`src/rtl/mem_arb_pkg.sv`:
```
// mem_arb_pkg: shared types and constants for the memory-port arbiter.
//   arb_state_t : arbiter FSM states
//   GRANT_*     : encodings of the grant status output
//   XS_SEED     : xorshift stall-generator seed
//   xs_next     : one step of the 32-bit xorshift (13, 17, 5)
package mem_arb_pkg;

    typedef enum logic [1:0] {
        IDLE    = 2'd0,
        CPU_ACC = 2'd1,
        DBG_ACC = 2'd2,
        DONE    = 2'd3
    } arb_state_t;

    localparam logic [1:0] GRANT_IDLE = 2'b00;
    localparam logic [1:0] GRANT_CPU  = 2'b01;
    localparam logic [1:0] GRANT_DBG  = 2'b10;

    localparam logic [31:0] XS_SEED = 32'd314159265;

    function automatic logic [31:0] xs_next(input logic [31:0] x);
        logic [31:0] y;
        y = x ^ (x << 13);
        y = y ^ (y >> 17);
        y = y ^ (y << 5);
        return y;
    endfunction

endpackage

```
`src/rtl/mem_stall_gen.sv`:
```
// mem_stall_gen: pseudo-random request-gap source for the memory side.
// Only instantiated when MEM_ARB_STALL_EN is defined.
// Ports:
//   clk     in  system clock
//   reset   in  async active-high reset, reloads XS_SEED
//   stall_n out 1 = let mem_valid through this cycle, 0 = insert a gap
module mem_stall_gen
    import mem_arb_pkg::*;
(
    input  logic clk,
    input  logic reset,
    output logic stall_n
);

    logic [31:0] lfsr;

    always_ff @(posedge clk or posedge reset) begin
        if (reset) lfsr <= XS_SEED;
        else       lfsr <= xs_next(lfsr);
    end

    assign stall_n = lfsr[0];

endmodule

```
`src/rtl/mem_port_arbiter.sv`:
```
// mem_port_arbiter: round-robin arbiter sharing one 32-bit memory port between
// the CPU native bus and a byte-wide debug (GDB) port. A grant is held until
// its transaction completes; completion is a one-cycle ready/ack pulse.
// Optional feature macro: MEM_ARB_STALL_EN (pseudo-random mem_valid gaps).
// Ports:
//   clk, reset                        clock, async active-high reset
//   cpu_valid/instr/addr/wdata/wstrb  CPU request (wstrb==0 is a read)
//   cpu_ready, cpu_rdata              CPU completion pulse, registered read data
//   dbg_req/we/addr/wdata             debug byte request (any alignment)
//   dbg_ack, dbg_rdata                debug completion pulse, registered read byte
//   mem_valid/addr/wdata/wstrb        memory request (word aligned)
//   mem_ready, mem_rdata              memory completion and read data
//   grant                             status: 00 idle, 01 CPU, 10 debug
module mem_port_arbiter
    import mem_arb_pkg::*;
#(
    parameter int ADDR_W = 32
) (
    input  logic              clk,
    input  logic              reset,
    input  logic              cpu_valid,
    input  logic              cpu_instr,
    input  logic [ADDR_W-1:0] cpu_addr,
    input  logic [31:0]       cpu_wdata,
    input  logic [3:0]        cpu_wstrb,
    output logic              cpu_ready,
    output logic [31:0]       cpu_rdata,
    input  logic              dbg_req,
    input  logic              dbg_we,
    input  logic [ADDR_W-1:0] dbg_addr,
    input  logic [7:0]        dbg_wdata,
    output logic              dbg_ack,
    output logic [7:0]        dbg_rdata,
    output logic              mem_valid,
    output logic [ADDR_W-1:0] mem_addr,
    output logic [31:0]       mem_wdata,
    output logic [3:0]        mem_wstrb,
    input  logic              mem_ready,
    input  logic [31:0]       mem_rdata,
    output logic [1:0]        grant
);

    arb_state_t state, state_nxt;
    logic       last_grant;   // 1: debug was served most recently
    logic       pick_dbg;
    logic       acc_nxt;
    logic       mem_hs;
    logic       stall_n;

    // cpu_instr is status only; nothing in the datapath depends on it.
    logic unused_ok;
    assign unused_ok = &{1'b0, cpu_instr};

`ifdef MEM_ARB_STALL_EN
    mem_stall_gen u_stall (
        .clk     (clk),
        .reset   (reset),
        .stall_n (stall_n)
    );
`else
    assign stall_n = 1'b1;
`endif

    // Debug wins only if it is alone, or on a tie when the CPU was served last.
    assign pick_dbg = dbg_req && (!cpu_valid || !last_grant);
    assign mem_hs   = mem_valid && mem_ready;
    assign acc_nxt  = (state_nxt == CPU_ACC) || (state_nxt == DBG_ACC);

    always_ff @(posedge clk or posedge reset) begin
        if (reset) state <= IDLE;
        else       state <= state_nxt;
    end

    always_comb begin
        state_nxt = state;
        case (state)
            IDLE: begin
                if (cpu_valid || dbg_req)
                    state_nxt = pick_dbg ? DBG_ACC : CPU_ACC;
            end
            CPU_ACC, DBG_ACC: begin
                if (mem_hs) state_nxt = DONE;
            end
            DONE:    state_nxt = IDLE;
            default: state_nxt = IDLE;
        endcase
    end

    // mem_valid is a flop so the memory sees a clean request one cycle after
    // the grant; it falls together with the ACC->DONE transition.
    always_ff @(posedge clk or posedge reset) begin
        if (reset) begin
            last_grant <= 1'b1;
            grant      <= GRANT_IDLE;
            mem_valid  <= 1'b0;
            cpu_rdata  <= 32'h0;
            dbg_rdata  <= 8'h0;
        end else begin
            mem_valid <= acc_nxt && stall_n;
            if (state == IDLE && state_nxt != IDLE) begin
                grant      <= pick_dbg ? GRANT_DBG : GRANT_CPU;
                last_grant <= pick_dbg;
            end else if (state == DONE) begin
                grant <= GRANT_IDLE;
            end
            if (state == CPU_ACC && mem_hs)
                cpu_rdata <= mem_rdata;
            if (state == DBG_ACC && mem_hs)
                dbg_rdata <= 8'(mem_rdata >> {dbg_addr[1:0], 3'b000});
        end
    end

    assign cpu_ready = (state == DONE) && (grant == GRANT_CPU);
    assign dbg_ack   = (state == DONE) && (grant == GRANT_DBG);

    always_comb begin
        mem_addr  = '0;
        mem_wdata = 32'h0;
        mem_wstrb = 4'b0000;
        case (state)
            CPU_ACC: begin
                mem_addr  = cpu_addr;
                mem_wdata = cpu_wdata;
                mem_wstrb = cpu_wstrb;
            end
            DBG_ACC: begin
                mem_addr  = {dbg_addr[ADDR_W-1:2], 2'b00};
                mem_wdata = {4{dbg_wdata}};
                mem_wstrb = dbg_we ? (4'b0001 << dbg_addr[1:0]) : 4'b0000;
            end
            default: ;
        endcase
    end

endmodule

```
`config.mk`:
```
export PLATFORM = sky130hd
export DESIGN_NAME = mem_port_arbiter
export DESIGN_NICKNAME = d
export VERILOG_FILES = /design/src/rtl/mem_arb_pkg.sv /design/src/rtl/mem_stall_gen.sv /design/src/rtl/mem_port_arbiter.sv
export SDC_FILE = /design/constraint.sdc
export NUM_CORES = 1
export LEC_CHECK = 0
export CORE_AREA = 2 2 100 102
export DETAILED_ROUTE_END_ITERATION = 10
export DIE_AREA = 0 0 102 104
export PLACE_DENSITY = 0.77
export SYNTH_ARGS = -nofsm -noshare
export SYNTH_HDL_FRONTEND = slang
export SYNTH_HIERARCHICAL = 1
export SYNTH_SLANG_ARGS = --single-unit
```
`constraint.sdc`:
```
create_clock -name clk -period 2.3 [get_ports clk]
set_input_delay 0.23 -clock clk [delete_from_list [all_inputs] [get_ports clk]]
set_output_delay 0.23 -clock clk [all_outputs]
set_load 0.01 [all_outputs]
```
==> impl_results.md, run 1 <==
- Root Buffer: clkbuf_8
- Synth area leaders: dfrtp_1, a22o_1, mux2_2
- Minimum clock period: 2.24 ns
- Inserted Clock Buffers: 5
- Leak Pwr: 2.55 nW
- Hold_buf cts: 0
- Maximum vdd drop: 622 µV
- Fraction of the yosys area taken by sequential cells: 0.421
- RSZ-0062 raised after global routing: yes
- Worst hold path class: in -> async
- Max Fclk: 447 MHz
- Deepest clock path buffer count: 2
- Clock latency at the later pin of the worst-skew pair: 0.29 ns
- Antenna Violating Nets Remaining: 0
- Worst reg2reg endpoint: grant[0]
- CP arrival: 2.01 ns
- Final Hold Fails: 0
- CTS sink cnt: 46
- Pre-antenna DRT Iters: 6
- Port Buffers: 258
- H-Tree Depth: 2
- Setup crit start: state[1]
- Layout net count: 641
- Worst slew pin tran: 0.598 ns
- Final core occ: 0.589
- Synthesized cell area: 2740 µm²
- # fillers: 855
- CTS tree: built
- Max Cap Viol: 0
- Clock Skew: 0.00883 ns
- Cell area power density: 1040 nW/µm²
- Final Power: 5.86 mW
- Final estimated routing congestion in global placement: 0.957
- Residual DRC: 0
- Crit Path Max Fanout: 14
- Largest net degree at the start of global routing: 47
- Area grow syn2layout: 105%
- GRT overflow: 0
- Ports: 260
- Initial antenna violation count: 0
- Vias: 3,065
- R2R depth: 8
- Max-slew headroom: 0.602
- First-pass GRT wire length: 18,700 µm
- Worst Setup End Kind: output pin
- Synth Instances: 225
- Post-Syn Area per Cell: 12.2 µm²
- Post-synth EDFFs: 0
- Vias in the first global route: 3,250
- 1st-iter DRT viols: 111
- Setup WS pre-CTS: 0.0555 ns
- Area of the die: 10,600 µm²
- Synth top area share: 0.411
- Worst Slack Setup Final: 0.0640 ns
- Setup crit end: mem_wdata[5]
- Die H: 104 µm
- R2r setup slk: 0.49 ns
- Routed Wire Length: 12,900 µm
- Die width: 102 µm
- Row cnt: 36
- Routed wire per std cell: 20.8 µm
- Synth Flop Type: dfrtp_1
- Share of layout cells above drive strength 1: 0.171
- Non-filler cells, final: 623
- Reg2reg start: state[0]
- Max-slew violation count: 0
- Yosys cell types: 27
- Worst-path clk slew: 0.09 ns
- Synth warn: 6
- Outcome: complete, no violations
- Post-synth ARST share: 1.00
- Tcrit/Tclk final: 0.972
- Most frequent cells after synthesis: a22o_1, dfrtp_1, mux2_2
- Worst setup SP type: flip-flop
- WS Path Type: reg -> out
- Routed vias/inst: 4.92
- DP HPWL: 10,500 µm
- Initial core utilization: 0.287
- Synth Net Count: 377
- Post-synthesis register bit count: 46
- Final Setup Violations: 0
- ANT cells: 0
- Worst EP required: 2.07 ns
- Count leader, synth: a22o_1
- Core Region: 9550 µm²
- Placed cells: 613
- GR Util All Layers: 0.231
- Leading area contributor after synthesis: dfrtp_1
==> critical path, stage by stage (launching register included) <==
cell and delay, ns:
dfrtp_1 0.39, buf_4 0.15, ha_1 0.19, and2_4 0.20, buf_4 0.14, buf_6 0.14, a22o_1 0.22, dlygate4sd2_1 0.29
==> worst min-delay path by stage <==
stage / from / endpoint / slack [ns]
6_report: reset / cpu_rdata[7] / 0.39
5_1_grt: reset / dbg_rdata[7] / 0.46
4_1_cts: reset / cpu_rdata[14] / 0.41
3_5_place_dp: last_grant / last_grant / 0.46
3_3_place_gp: last_grant / last_grant / 0.45
2_1_floorplan: mem_rdata[13] / cpu_rdata[13] / 0.38
==> repair_timing <==
item                       CTS  global route
setup buffers                0             2
resized for setup           76            19
setup endpoints to repair   66             1
cloned                       0             0
pin swaps                    1             0
==> layout make-up <==
type	count	area [µm²]	area share
Clock buffer	6	72.6	0.0129
Clock inverter	2	13.8	0.00245
Inverter	4	15.0	0.00267
Multi-Input combinational cell	155	1510	0.268
Sequential cell	46	1150	0.205
Tap cell	133	166	0.0296
Timing Repair Buffer	277	2700	0.480
==> metrics by stage <==
stage | instance area (µm²) | TNS [ns] | hold WS [ns]
after floorplan | 2740 | 0 | 0.380
final | 5630 | 0 | 0.389
after global placement | 5540 | 0 | 0.448
after global routing | 5630 | -0.0110 | 0.458
after CTS | 5590 | 0 | 0.414
after detailed placement | 5540 | 0 | 0.461
==> state kept, by name (all words and copies together), names as in the netlist <==
signal / count
cpu_rdata: 32
mem_valid: 1
last_grant: 1
dbg_rdata: 8
state: 2
grant: 2
==> power breakdown <==
group / internal (mW) / total [mW] / switching (mW)
registers: 1.22 / 1.44 / 0.219
clock network: 0.215 / 0.492 / 0.277
logic: 2.26 / 3.93 / 1.68
==> layout by cell type, fill, tap and decap left out, drive strengths merged, types with 2 or more instances in the layout <==
cell type	netlist	routed
clkdlybuf4s50	0	192
a22o	62	62
dlygate4sd2	0	53
dfrtp	45	45
mux2	40	40
buf	17	19
nand2	12	12
clkdlybuf4s15	0	9
clkbuf	3	9
mux4	8	8
o21ai	6	6
ha	5	5
inv	4	4
nand3	3	3
nand3b	3	3
nand2b	2	2
and2	2	2
o31ai	2	2
and3	2	2
clkinv	0	2
==> cells by family after synthesis <==
logic type	after synthesis	synth area share
adder cells (fa/ha/maj)	5	0.0229
multiplexers	48	0.233
AO/OA/AOI/OAI	75	0.229
buffers and inverters	24	0.0430
flip-flops	46	0.421
AND/OR/NAND/NOR	27	0.0507
==> metal layers <==
layer	track usage	routed length (µm)	vias up
met5	0	0	-
met4	0.0486	177	0
met3	0.100	1650	14
met2	0.399	6340	150
met1	0.262	4770	1493
li1	-	-	1408
Power figures use the tool's default switching activity.
==> run 2: changes to the inputs <==
--- a/constraint.sdc
+++ b/constraint.sdc
@@ -3,2 +3,2 @@
 set_output_delay 0.23 -clock clk [all_outputs]
-set_load 0.01 [all_outputs]
+set_load 0.1 [all_outputs]
==> impl_results.md, run 2 (synthesis results as in run 1) <==
- Sequential cell area: 1150 µm²
- R2R depth: 8
- Worst reg2reg endpoint: grant[0]
- 1st-iter DRT viols: 150
- Worst setup SP type: flip-flop
- Worst slew pin tran: 0.584 ns
- GR Util All Layers: 0.237
- First-pass GRT wire length: 18,900 µm
- Routed Wire Length: 13,000 µm
- Final Setup Violations: 0
- GRT overflow: 0
- Vias: 3,061
- Max-slew violation count: 0
- Max Cap Viol: 0
- Vias in the first global route: 3,135
- Largest net degree at the start of global routing: 47
- Area grow syn2layout: 130%
- Clock Skew: 0.00798 ns
- Row cnt: 36
- WS Path Type: reg -> out
- Max reg flops: 32
- CTS sink cnt: 46
- Top reg by flops: cpu_rdata
- Non-filler cells, final: 623
- ANT cells: 0
- RSZ-0062 raised after global routing: no
- Initial core utilization: 0.287
- CTS tree: built
- Die width: 102 µm
- Outcome: complete, no violations
- # fillers: 727
- Max Fclk: 463 MHz
- Pre-antenna DRT Iters: 5
- Largest regs: cpu_rdata x32, dbg_rdata x8
- Core Region: 9550 µm²
- Routed vias/inst: 4.91
- Tcrit/Tclk final: 0.939
- Area of the die: 10,600 µm²
- Most frequent cells in the layout: clkdlybuf4s50_1, buf_12, buf_4, dfrtp_1, mux2_2
- Multi-input logic area: 1560 µm²
- Port Buffers: 258
- Layout net count: 641
- Initial antenna violation count: 0
- Worst-path clk slew: 0.09 ns
- Routed wire per std cell: 20.8 µm
- Final estimated routing congestion in global placement: 0.905
- Minimum clock period: 2.16 ns
- Max-slew headroom: 0.611
- Ports: 260
- Hold_buf cts: 0
- Worst Setup End Kind: output pin
- Antenna Violating Nets Remaining: 0
- CP arrival: 1.93 ns
- Worst hold path class: in -> async
- Leading cell type in the layout, fill and taps excluded: clkdlybuf4s50_1
- H-Tree Depth: 2
- Root Buffer: clkbuf_8
- Residual DRC: 0
- Final Hold Fails: 0
- Share of layout cells above drive strength 1: 0.471
- Clock latency at the later pin of the worst-skew pair: 0.30 ns
- Worst EP required: 2.07 ns
- Crit Path Max Fanout: 11
- R2r setup slk: 0.54 ns
- Reg2reg start: state[1]
- Inserted Clock Buffers: 5
- DP HPWL: 10,600 µm
- Placed cells: 609
- Die H: 104 µm
- Deepest clock path buffer count: 2
run 2: how the worst max path moves through the flow:
| stage | to | depth (start not counted) | from |
|---|---|---|---|
| 2_1_floorplan | mem_wstrb[0] | 6 | state[0] |
| 3_3_place_gp | mem_wdata[31] | 6 | state[0] |
| 3_5_place_dp | mem_wdata[31] | 6 | state[1] |
| 4_1_cts | mem_wstrb[3] | 7 | state[1] |
| 5_1_grt | mem_addr[9] | 6 | state[0] |
| 6_report | mem_addr[9] | 6 | state[1] |
run 2: area by class of cell:
type	instances	share of cell area
clock inverter	2	0.00218
timing repair buffer	276	0.527
tap	133	0.0264
sequential	46	0.183
multi-input combinational	156	0.247
clock buffer	6	0.0115
inverter	4	0.00238
run 2: critical path, stage by stage, from the launching register on:
cell and delay (ns):
dfrtp_1 0.40, inv_1 0.12, ha_4 0.24, and2_4 0.20, buf_4 0.18, a22o_2 0.32, buf_12 0.18
run 2: per-layer routing:
metal  vias to the layer above  global-route usage  wire length, µm
met1                      1469               0.281             4780
li1                       1407                   -                -
met4                         0              0.0667              318
met5                         -                   0                0
met3                        19              0.0780             1400
met2                       166               0.404             6470
run 2: repair_timing:
action                                  in CTS  in global routing
pin swaps                                    2                  1
setup buffers                                4                  1
endpoints found under the setup margin      61                 24
endpoints found under the hold margin        0                  0
gates cloned                                 1                  0
gates resized for setup                      4                  1
run 2: stage by stage:
step	hold WS (ns)	area, µm²	util	setup TNS (ns)	setup WS [ns]
final	0.386	6300	0.660	0	0.141
after global routing	0.455	6300	0.660	0	0.0551
after CTS	0.406	6280	0.658	0	0.0592
after detailed placement	0.474	6150	0.644	0	0.145
after global placement	0.452	6150	0.644	0	0.178
after floorplan	0.380	2800	-	-1.84	-0.462
Power of run 2 is not shown: default switching activity piles up to over one toggle a cycle in this logic, so the estimate is an artifact.
